### config.mk
export PLATFORM = sky130hd
export DESIGN_NAME = soc_mem_budget_arbiter
export DESIGN_NICKNAME = d
export VERILOG_FILES = /design/src/rtl/soc_mem_budget_arbiter_pkg.sv /design/src/rtl/soc_budget_rr_pick.sv /design/src/rtl/soc_mem_budget_arbiter.sv
export SDC_FILE = /design/constraint.sdc
export NUM_CORES = 1
export LEC_CHECK = 0
export ABC_AREA = 1
export CORE_ASPECT_RATIO = 2
export CORE_MARGIN = 3
export CORE_UTILIZATION = 51
export CTS_BUF_LIST = sky130_fd_sc_hd__clkbuf_8
export DETAILED_ROUTE_END_ITERATION = 10
export GPL_TIMING_DRIVEN = 0
export PLACE_DENSITY_LB_ADDON = 0.12
export SKIP_CTS_REPAIR_TIMING = 1
export SLEW_MARGIN = 10
export SYNTH_ARGS = -nofsm -noshare
export SYNTH_HDL_FRONTEND = slang
export SYNTH_SLANG_ARGS = --single-unit
### constraint.sdc
create_clock -name clk_i -period 7.75 [get_ports clk_i]
set_clock_uncertainty 0.05 [all_clocks]
set_input_delay 1.1625 -clock clk_i [delete_from_list [all_inputs] [get_ports clk_i]]
set_output_delay 1.1625 -clock clk_i [all_outputs]
set_load 0.02 [all_outputs]
### src/rtl/soc_mem_budget_arbiter_pkg.sv
// Shared types and constants for the budgeted round-robin memory-port arbiter.
package soc_mem_budget_arbiter_pkg;

  localparam int NrSlaves = 11;
  localparam int NumReq   = NrSlaves;
  localparam int BudgetW  = 16;
  localparam int PeriodW  = 20;
  localparam int LenW     = 8;
  localparam int IdxW     = $clog2(NumReq);
  localparam int CmpW     = BudgetW + 1;

  typedef logic [BudgetW-1:0]       budget_t;
  typedef budget_t [NrSlaves-1:0]   budget_vec_t;
  typedef logic [CmpW-1:0]          cmp_t;

  localparam budget_t MemBudgetDefault = budget_t'(64);

  typedef enum logic {
    IDLE = 1'b0,
    BUSY = 1'b1
  } arb_state_e;

  function automatic budget_t sat_dec(input budget_t b);
    return (b == '0) ? '0 : b - budget_t'(1);
  endfunction

endpackage

### src/rtl/soc_budget_rr_pick.sv
// Round-robin pick: rotate requests so ptr_i is bit 0, find first set, map back to the absolute index.
module soc_budget_rr_pick #(
  parameter int N  = 11,
  parameter int IW = $clog2(N)
) (
  input  logic [N-1:0]  req_i,
  input  logic [IW-1:0] ptr_i,
  output logic [IW-1:0] idx_o,
  output logic          vld_o
);

  localparam int SW = $clog2(2 * N);
  localparam logic [SW-1:0] NumV = SW'(N);

  logic [2*N-1:0] dbl;
  logic [N-1:0]   rot;
  logic [SW-1:0]  ptr_x;
  logic [SW-1:0]  sum;
  logic [IW-1:0]  off;

  always_comb begin
    dbl   = {req_i, req_i};
    ptr_x = SW'(ptr_i);
    rot   = dbl[ptr_x +: N];
    off   = '0;
    for (int k = N - 1; k >= 0; k--) begin
      if (rot[k]) off = IW'(k);
    end
    sum = ptr_x + SW'(off);
    if (sum >= NumV) sum = sum - NumV;
    idx_o = IW'(sum);
    vld_o = |req_i;
  end

endmodule

### src/rtl/soc_mem_budget_arbiter.sv
// Budgeted round-robin arbiter for one shared memory port; each master may spend a beat budget per period.
// Grants are registered, held until the last beat, and always separated by at least one IDLE cycle.
module soc_mem_budget_arbiter
  import soc_mem_budget_arbiter_pkg::*;
(
  input  logic                      clk_i,
  input  logic                      rst_i,
  input  logic                      en_i,
  input  logic                      cfg_wc_i,
  input  logic [PeriodW-1:0]        cfg_period_i,
  input  logic [NumReq*BudgetW-1:0] cfg_budget_i,
  input  logic [NumReq-1:0]         req_i,
  input  logic [NumReq*LenW-1:0]    len_i,
  input  logic                      beat_i,
  input  logic                      last_i,
  output logic [NumReq-1:0]         gnt_o,
  output logic                      gnt_valid_o,
  output logic [IdxW-1:0]           gnt_idx_o,
  output logic [NumReq*BudgetW-1:0] budget_o,
  output logic [NumReq-1:0]         throttled_o
);

  arb_state_e         state_q, state_d;
  logic [NumReq-1:0]  gnt_d;
  logic               gnt_valid_d;
  logic [IdxW-1:0]    gnt_idx_d, rr_ptr_q, rr_ptr_d;
  logic [PeriodW-1:0] period_q;
  budget_vec_t        budget_q, budget_d;
  logic               refill, charge;
  logic [NumReq-1:0]  fits, elig;
  logic               pick_vld;
  logic [IdxW-1:0]    pick_idx;

  assign refill = (period_q == '0);
  assign charge = (state_q == BUSY) && beat_i;

  always_comb begin
    fits = '0;
    for (int n = 0; n < NumReq; n++) begin
      fits[n] = cmp_t'(budget_q[n]) >= (cmp_t'(len_i[n*LenW +: LenW]) + cmp_t'(1));
    end
  end

  // Bypass lets throttled masters use the port only when nobody is in budget.
  always_comb begin
    elig = req_i & fits;
    if ((elig == '0) && (req_i != '0) && cfg_wc_i) elig = req_i;
  end

  assign throttled_o = req_i & ~fits;

  soc_budget_rr_pick #(
    .N  (NumReq),
    .IW (IdxW)
  ) u_pick (
    .req_i (elig),
    .ptr_i (rr_ptr_q),
    .idx_o (pick_idx),
    .vld_o (pick_vld)
  );

  always_comb begin
    state_d     = state_q;
    gnt_d       = gnt_o;
    gnt_valid_d = gnt_valid_o;
    gnt_idx_d   = gnt_idx_o;
    rr_ptr_d    = rr_ptr_q;
    unique case (state_q)
      IDLE: begin
        if (en_i && pick_vld) begin
          state_d     = BUSY;
          gnt_d       = NumReq'(1) << pick_idx;
          gnt_valid_d = 1'b1;
          gnt_idx_d   = pick_idx;
        end
      end
      BUSY: begin
        if (beat_i && last_i) begin
          state_d     = IDLE;
          gnt_d       = '0;
          gnt_valid_d = 1'b0;
          rr_ptr_d    = (gnt_idx_o == IdxW'(NumReq - 1)) ? '0 : gnt_idx_o + IdxW'(1);
        end
      end
      default: state_d = IDLE;
    endcase
  end

  // A charge on the refill cycle applies to the freshly loaded budget, so the refill is never lost.
  always_comb begin
    for (int n = 0; n < NumReq; n++) begin
      budget_d[n] = refill ? cfg_budget_i[n*BudgetW +: BudgetW] : budget_q[n];
      if (charge && (gnt_idx_o == IdxW'(n))) budget_d[n] = sat_dec(budget_d[n]);
    end
  end

  always_ff @(posedge clk_i or posedge rst_i) begin
    if (rst_i) begin
      state_q     <= IDLE;
      gnt_o       <= '0;
      gnt_valid_o <= 1'b0;
      gnt_idx_o   <= '0;
      rr_ptr_q    <= '0;
      period_q    <= '0;
      budget_q    <= '0;
    end else begin
      state_q     <= state_d;
      gnt_o       <= gnt_d;
      gnt_valid_o <= gnt_valid_d;
      gnt_idx_o   <= gnt_idx_d;
      rr_ptr_q    <= rr_ptr_d;
      period_q    <= refill ? cfg_period_i : period_q - PeriodW'(1);
      budget_q    <= budget_d;
    end
  end

  assign budget_o = budget_q;

  a_beat_only_busy: assert property (@(posedge clk_i) disable iff (rst_i)
    beat_i |-> (state_q == BUSY));
  a_winner_holds_req: assert property (@(posedge clk_i) disable iff (rst_i)
    (state_q == BUSY) |-> req_i[gnt_idx_o]);
  for (genvar g = 0; g < NumReq; g++) begin : g_len_stable
    a_len_stable: assert property (@(posedge clk_i) disable iff (rst_i)
      (req_i[g] && $past(req_i[g])) |-> (len_i[g*LenW +: LenW] == $past(len_i[g*LenW +: LenW])));
  end

endmodule

# Word-level counts from Yosys, hierarchy flattened
# Cells that the tools add are included.
# W data, S select, Z words.
[classes] add_sub_neg=26 n_lt_le_gt_ge=12 eq_ne=12 n_shift=2 muxes=57 bitwise=4 reduce_logical=35
[ops] op="$mux W16" count=33
[ops] op="$ge A16 B9 Y1" count=11
[ops] op="$logic_not A16 Y1" count=11
[ops] op="$sub A16 B1 Y16 const B" count=11
[ops] op="$add A8 B1 Y9 const B" count=11
[ops] op="$mux W4" count=13
[ops] op="$mux W11" count=3
[ops] op="$and A11 B11 Y11" count=2
[ops] op="$pmux W11 S2" count=1
[ops] op="$shiftx A22 B5 Y11" count=1
[ops] op="$logic_not A20 Y1" count=1
[ops] op="$mux W20" count=1
[ops] op="$sub A20 B1 Y20 const B" count=1
[ops] op="$eq A4 B3 Y1 const B" count=4
[ops] op="$logic_and A1 B1 Y1" count=16
[ops] op="$eq A4 B4 Y1 const B" count=3
[ops] op="$logic_not A11 Y1" count=1
[ops] op="$not A11 Y11" count=1
[ops] op="$reduce_bool A11 Y1" count=1
[ops] op="$reduce_or A11 Y1" count=1
[ops] op="$shl A1 B4 Y11 const A" count=1
[ops] op="$eq A4 B2 Y1 const B" count=2
[ops] op="$reduce_and A2 Y1" count=3
[ops] op="$add A4 B4 Y5" count=1
[ops] op="10 further kinds" count=14
[totals] regBits=217 input_bits=301 out_inout_bits=203 wordCells=165

# Logic depth before layout (Yosys ltp)
# Gate-level depths: netlist of run 1.
[depth] word_depth=25 mapped_depth=51

# Modules after synthesis
# From an unflattened synthesis of run 1, not the netlist that was laid out.
[hier_totals] cells_unflattened=3291 hier_area_um2=20403.3
[by_module_without_submodules] module="soc_mem_budget_arbiter" n_inst=1 cells_each=3111 area_per_inst_um2=19489.9
[by_module_without_submodules] module="soc_budget_rr_pick" n_inst=1 cells_each=180 area_per_inst_um2=913.4

# Least setup slack after synthesis of run 1
# Ideal clock, no wire load.
[synth_path] kind="input-to-reg" startpoint="input port len_i[64]" endpoint="register gnt_o[5]" t_arrival_ps=6113 path_slack_ps=1504 stages=47 n_path_buf=0 path_cell_list="ha_1 nand3_1 nor3b_1 xnor2_1 ha_1 nand2_1 nor2_1 and2_1 nor2_1 nand2_1 nand2_1 nand2_1 nand2_1 nand2_1 nor2_1 nand3_1 nor2_2 nand2_1 (+11 left out) nand2_1 nand2_1 nand2_1 nand2_1 a21oi_1 ha_1 fa_1 xor2_1 a21oi_1 inv_1 nor2_1 o21ai_0 nand2_1 xnor2_1 inv_1 nor2_1 nand2_1 o21ai_0"
[synth_via] elab_chain_cells=25 elab_cells_between_ends=30 classes_between="3 x add/sub; 2 x order compare; 1 x eq/ne; 2 x shift; 15 x mux; 1 x bitwise; 6 x reduce/logical"
[synth_lines] item="start: declaration" line_no="soc_mem_budget_arbiter.sv:13" text="input logic [NumReq*LenW-1:0] len_i,"
[synth_lines] item="$add A8 B1 Y9 (*)" line_no="soc_mem_budget_arbiter.sv:40" text="fits[n] = cmp_t'(budget_q[n]) >= (cmp_t'(len_i[n*LenW +: LenW]) + cmp_t'(1));"
[synth_lines] item="$ge A16 B9 Y1 (*)" line_no="soc_mem_budget_arbiter.sv:40"
[synth_lines] item="$and A11 B11 Y11 (*)" line_no="soc_mem_budget_arbiter.sv:46" text="elig = req_i & fits;"
[synth_lines] item="$logic_not A11 Y1" line_no="soc_mem_budget_arbiter.sv:47" text="if ((elig == '0) && (req_i != '0) && cfg_wc_i) elig = req_i;"
[synth_lines] item="$logic_and A1 B1 Y1 (2 in series)" line_no="soc_mem_budget_arbiter.sv:47"
[synth_lines] item="$mux W11 (*)" line_no="soc_mem_budget_arbiter.sv:47"
[synth_lines] item="$shiftx A22 B5 Y11" line_no="soc_budget_rr_pick.sv:24" text="rot = dbl[ptr_x +: N];"
[synth_lines] item="$mux W4 (11 in series)" line_no="soc_budget_rr_pick.sv:27" text="if (rot[k]) off = IW'(k);"
[synth_lines] item="$add A4 B4 Y5" line_no="soc_budget_rr_pick.sv:29" text="sum = ptr_x + SW'(off);"
[synth_lines] item="$sub A4 B4 Y4 or $ge A5 B4 Y1 (tied branches)" line_no="soc_budget_rr_pick.sv:30" text="if (sum >= NumV) sum = sum - NumV;"
[synth_lines] item="$mux W4" line_no="soc_budget_rr_pick.sv:30"
[synth_lines] item="$shl A1 B4 Y11" line_no="soc_mem_budget_arbiter.sv:72" text="gnt_d = NumReq'(1) << pick_idx;"
[synth_lines] item="$mux W11" line_no="soc_mem_budget_arbiter.sv:70" text="if (en_i && pick_vld) begin"
[synth_lines] item="$pmux W11 S2" line_no="soc_mem_budget_arbiter.sv:68" text="unique case (state_q)"
[synth_lines] item="end signal: assignment" line_no="soc_mem_budget_arbiter.sv:108" text="gnt_o <= gnt_d;"
[synth_lines] item="end: declaration" line_no="soc_mem_budget_arbiter.sv:16" text="output logic [NumReq-1:0] gnt_o,"
# Mark *: on every way between the ends. The rest lies on a longest branch, timed or not. The select of a mux whose other input is x is not followed.
# A chain may end at the register's enable or synchronous reset.

# Worst setup path after layout of run 1
[layout_path] startpoint="input port len_i[80]" endpoint="register gnt_o[4]"
# Same word-level chain as after synthesis.

==> impl_metrics.json, run 1 <==
{
  "num-fill-cells": 3200,
  "worst_slack_ns": 0.375,
  "fp.dieW_um": 143,
  "antenna_found_initial": 19,
  "finalSetupViolCount": 0,
  "syn_area_per_cell_um2": 6.60,
  "fmax_ghz": 0.136,
  "firstDrtPassIters": 8,
  "grt_max_degree": 85,
  "synth-seq-cells": 217,
  "clkLatencyLatePin_ns": 0.59,
  "cp.required_ns": 8.18,
  "crit_cells": 33,
  "synthesis.area_um2": 19200,
  "drive_above_1_share_pct": 7.14,
  "first_global_vias": 22400,
  "critPathBufInv": 3,
  "layout_commonest_cell": "nand2_1",
  "synth_cell_type_count": 54,
  "final_cells": 3946,
  "cp-end-kind": "register",
  "wl_per_cell_um": 20.5,
  "period_minus_slack_ns": 7.37,
  "status": "finished clean",
  "dp_cells": 3861,
  "synthCells": 2902,
  "path_delay_family": "simple AND/OR/NAND/NOR gates",
  "start_util_pct": 52.1,
  "port-buffer-count": 503,
  "path_class": "primary input to register",
  "drtIter0Drc": 1308,
  "dieArea_um2": 40100,
  "drtAntennaViolNets": 0,
  "drv_cap": 0,
  "root_buffer": "clkbuf_8",
  "leakage_nw": 12.0,
  "synth_edf_count": 0,
  "cpPeakStageDelay_ns": 0.51,
  "grt_usage_pct": 38.7,
  "grt_pass1_wl_mm": 119,
  "dpl.hpwl_mm": 65.2,
  "worst_slew_pin_slew_ns": 0.943,
  "rsz0062_at_grt": "false",
  "die_h_um": 280,
  "gp_congestion": 0.985,
  "whs_path_depth": 2,
  "power.total_mw": 5.08,
  "area_growth_pct": 34.0,
  "synth_ff_type": "dfrtp_1",
  "synth_nets": 3331,
  "clk_path_buf_depth": 3,
  "stdcell_area_um2": 25700,
  "grt_overflow": 0,
  "timing.hold.worst.class": "register to register",
  "clk_pin_slew_ns": 0.06,
  "rows": 99,
  "cts_sinks": 217,
  "post-route-period-util_pct": 95.2,
  "core_area_um2": 36800,
  "synthArstFlopShare_pct": 100,
  "reg2reg_depth": 40,
  "pre_cts_slack_ns": -0.606,
  "vias": 22000,
  "peakVddDrop_uv": 157,
  "worst-path-max-fanout": 10,
  "final_nets": 3875,
  "worstSetupStartpointType": "primary input",
  "tns_ns": 0,
  "yosysWarnings": 0,
  "cellPowerDensity_nw_per_um2": 198,
  "viasPerCell": 5.58,
  "finalMaxSlewViolations": 0,
  "cp.arrival_ns": 7.81,
  "numCtsBuffers": 37,
  "postRouteWirelength_mm": 81.0,
  "pin_count": 504,
  "relSlewSlack_pct": 37.1,
  "slowest_stage": "clkdlybuf4s50_1",
  "layout_common_cells": "nand2_1, clkdlybuf4s50_1, inv_1",
  "remaining_drc_errors": 0,
  "dpl_cell_area_um2": 24800,
  "cts_tree": "built",
  "finalHoldViolCount": 0,
  "seq_area_frac_synth_pct": 28.3,
  "htree_num_levels": 2
}
kinds of logic (layout without fill, tap and decap cells):
logic type      after synthesis  count (layout)  share of synthesized area (%)
simple gates               1533            1533                           35.5
buf+inv                     515            1086                           10.8
compound gates              366             366                           10.1
flops                       217             217                           28.3
fa+ha+maj                   128             128                           8.40
xor+xnor                    124             124                           5.67
mux                          19              19                           1.16
other cells                   0              19                              0
metal layers:
layer | global-route usage, % | up-vias | wire length [µm]
met5 | 0 | - | 13
met4 | 36.1 | 2 | 8850
met3 | 8.84 | 410 | 6060
met2 | 68.2 | 1061 | 40600
met1 | 35.8 | 10100 | 25500
li1 | - | 10400 | -
cell usage after synthesis (8+ instances only):
| cell type | n | share of area (%) |
|---|---|---|
| nand3b_1 | 12 | 0.47 |
| nand3_1 | 192 | 5.0 |
| inv_2 | 33 | 0.65 |
| nor2_1 | 380 | 7.4 |
| nor3b_1 | 15 | 0.59 |
| a21oi_1 | 124 | 3.2 |
| clkbuf_1 | 14 | 0.27 |
| inv_1 | 426 | 8.3 |
| buf_2 | 18 | 0.47 |
| o21bai_1 | 11 | 0.43 |
| nor2_2 | 18 | 0.59 |
| dfrtp_1 | 217 | 28 |
| buf_6 | 12 | 0.71 |
| nor4_1 | 30 | 0.98 |
| nand4_1 | 42 | 1.4 |
| nand2_1 | 701 | 14 |
| and2_1 | 11 | 0.36 |
| nand2_2 | 24 | 0.78 |
| xnor2_1 | 62 | 2.8 |
| mux2_2 | 17 | 1.0 |
| nor3_1 | 55 | 1.4 |
| nor3_2 | 8 | 0.42 |
| o21ai_0 | 119 | 3.1 |
| xor2_1 | 62 | 2.8 |
| ha_1 | 127 | 8.3 |
| o21ai_1 | 78 | 2.0 |
| o21a_1 | 15 | 0.59 |
worst min-delay path, cell delays in order (launching register included):
cell and delay, ns:
dfrtp_1 0.35, nand2_1 0.06, nand2_1 0.05
per-stage QoR:
| step | hold WS (ns) | utilization, % |
|---|---|---|
| after detailed placement | 0.411 | 67.5 |
| final | 0.442 | 69.8 |
| after CTS | 0.441 | 69.4 |
| after floorplan | 0.390 | - |
| after global placement | 0.409 | 67.3 |
| after global routing | 0.465 | 69.7 |
sequential cells by signal, indices dropped and copies added, names as in the netlist:
register and cells:
gnt_valid_o 1, budget_o 176, period_q 20, gnt_idx_o 4
gnt_o 11, state_q 1, rr_ptr_q 4
layout make-up:
cell class / count / area (µm²) / share of cell area [%]
multi-input combinational: 2170 / 11700 / 45.7
buffer: 52 / 327 / 1.27
clock inverter: 20 / 86.3 / 0.336
clock buffer: 46 / 633 / 2.47
tap: 454 / 568 / 2.21
sequential: 217 / 5430 / 21.2
inverter: 463 / 1750 / 6.81
timing repair buffer: 505 / 5090 / 19.8
antenna: 19 / 47.5 / 0.185
power by group:
part           internal (mW)  switching [mW]
clock network          0.536           0.528
logic                  0.993            1.50
registers               1.30           0.215
worst paths after layout:
kind                                          from                       to  slack [ns]
min in group asynchronous                    rst_i   period_q[10]$_DFF_PP0_        0.96
setup / recovery                         len_i[80]     gnt_o[4]$_DFFE_PP0P_        0.38
hold / removal             gnt_valid_o$_DFFE_PP0P_  gnt_valid_o$_DFFE_PP0P_        0.44
max in group asynchronous                    rst_i  budget_o[164]$_DFF_PP0_        5.48
setup reg to reg            budget_o[21]$_DFF_PP0_     gnt_o[4]$_DFFE_PP0P_        1.81
hold reg to reg            gnt_valid_o$_DFFE_PP0P_  gnt_valid_o$_DFFE_PP0P_        0.44
(Power assumes the default switching activity.)
==> run 2, diff against run 1 <==
Settings changed: ABC_CLOCK_PERIOD_IN_PS from default to 7750.
==> results of run 2 <==
The final DEF is identical to that of run 1; final timing and power are the same.
==> run 3, diff against run 2 <==
Settings changed: CORE_UTILIZATION 51 to 25, GPL_ROUTABILITY_DRIVEN from default to 0, SKIP_LAST_GASP from default to 1.
==> run 3 against run 2 <==
Net effect:
- non-clock buffer count is 1 higher
- maximum frequency is 3.3% higher
- clock-buffer cell count is 10 higher
- critical path type unchanged
- largest cell class unchanged
==> impl_metrics.json, run 3 (same netlist as run 1, synthesis figures left out) <==
{
  "status": "finished clean",
  "rows": 143,
  "peakVddDrop_uv": 149,
  "fp.dieW_um": 202,
  "port-buffer-count": 503,
  "cellPowerDensity_nw_per_um2": 198,
  "reg2reg_depth": 39,
  "dp_cells": 4422,
  "drive_above_1_share_pct": 7.43,
  "cp-end-kind": "register",
  "cpPeakStageDelay_ns": 0.53,
  "fmax_ghz": 0.140,
  "grt_overflow": 0,
  "clk_pin_slew_ns": 0.06,
  "final_nets": 3883,
  "whs_ns": 0.434,
  "stdcell_area_um2": 26600,
  "cts_sinks": 217,
  "viasPerCell": 4.59,
  "finalSetupViolCount": 0,
  "timing.hold.worst.class": "register to register",
  "finalMaxSlewViolations": 0,
  "core_area_um2": 76000,
  "drtAntennaViolNets": 0,
  "clk_path_buf_depth": 3,
  "remaining_drc_errors": 0,
  "crit_cells": 44,
  "vias": 20700,
  "grt_max_degree": 91,
  "cp_common_cell": "nand2_1",
  "dieArea_um2": 80200,
  "numCtsBuffers": 43,
  "relSlewSlack_pct": 18.2,
  "worst_slew_pin_slew_ns": 1.23,
  "slowest_stage": "clkdlybuf4s50_1",
  "worstSetupStartpointType": "primary input",
  "cts_tree": "built",
  "drv_cap": 0,
  "area_growth_pct": 38.7,
  "pin_count": 504,
  "postRouteWirelength_mm": 93.0,
  "cp.required_ns": 8.24,
  "dpl_cell_area_um2": 25500,
  "leakage_nw": 12.1,
  "firstDrtPassIters": 5,
  "first_global_vias": 21100,
  "worst-path-max-fanout": 5,
  "whs_path_depth": 1,
  "critPathBufInv": 6,
  "path_class": "primary input to register",
  "dpl.hpwl_mm": 76.1,
  "cp.arrival_ns": 7.63,
  "grt_pass1_wl_mm": 134,
  "path_delay_family": "simple AND/OR/NAND/NOR gates",
  "antenna_found_initial": 17,
  "period_minus_slack_ns": 7.14,
  "post-route-period-util_pct": 92.1,
  "drtIter0Drc": 866,
  "wl_per_cell_um": 20.6,
  "power.total_mw": 5.25,
  "finalHoldViolCount": 0,
  "die_h_um": 397,
  "final_cells": 4513,
  "start_util_pct": 25.2,
  "layout_commonest_cell": "nand2_1",
  "largest_register_ffs": 176,
  "grt_usage_pct": 22.5,
  "clkLatencyLatePin_ns": 0.64,
  "root_buffer": "clkbuf_8",
  "layout_common_cells": "nand2_1, clkdlybuf4s50_1, inv_1",
  "htree_num_levels": 2
}
==> run 3: layout make-up <==
class | instances | area (µm²)
fill | 8360 | 49500
buffer | 52 | 327
tap | 1015 | 1270
clock inverter | 21 | 170
multi-input combinational | 2171 | 11700
sequential | 217 | 5430
timing repair buffer | 506 | 5100
inverter | 463 | 1750
antenna | 12 | 30.0
clock buffer | 56 | 771
==> run 3: power breakdown <==
part,switching (mW),internal [mW]
sequential,0.212,1.30
combinational,1.41,0.983
clock,0.595,0.746
==> run 3: stage by stage <==
stage                     util, %  worst slack (ns)  setup TNS [ns]
after CTS                    34.8            -0.119          -0.428
after global routing         34.9           -0.0488          -0.187
after floorplan                 -             0.601               0
final                        35.0             0.609               0
after global placement       33.5             -3.79         -814.86
after detailed placement     33.6            -0.790           -8.82
==> run 3: worst register-to-register path, delay by kind of cell, from the launching register on <==
family,cells,cell delay [ns]
xor+xnor,2,0.47
flops,1,0.44
simple gates,24,2.72
compound gates,6,0.96
buf+inv,4,0.26
fa+ha+maj,3,0.95
==> run 3: metal layers <==
| metal | GRT usage [%] | routed length (µm) | up-vias |
|---|---|---|---|
| met4 | 8.24 | 3490 | 8 |
| met1 | 23.9 | 35000 | 9530 |
| met2 | 42.7 | 48800 | 596 |
| met5 | 0 | 56 | - |
| li1 | - | - | 10400 |
| met3 | 5.45 | 5700 | 142 |
==> run 3: worst paths after layout <==
| kind | start | slack (ns) | endpoint |
|---|---|---|---|
| setup / recovery | len_i[74] | 0.61 | gnt_o[10]$_DFFE_PP0P_ |
| hold / removal | period_q[0]$_DFF_PP0_ | 0.43 | period_q[0]$_DFF_PP0_ |
| setup reg to reg | budget_o[151]$_DFF_PP0_ | 1.85 | gnt_o[10]$_DFFE_PP0P_ |
| hold reg to reg | period_q[0]$_DFF_PP0_ | 0.43 | period_q[0]$_DFF_PP0_ |
| max in group asynchronous | rst_i | 5.40 | budget_o[120]$_DFF_PP0_ |
| min in group asynchronous | rst_i | 0.91 | period_q[13]$_DFF_PP0_ |
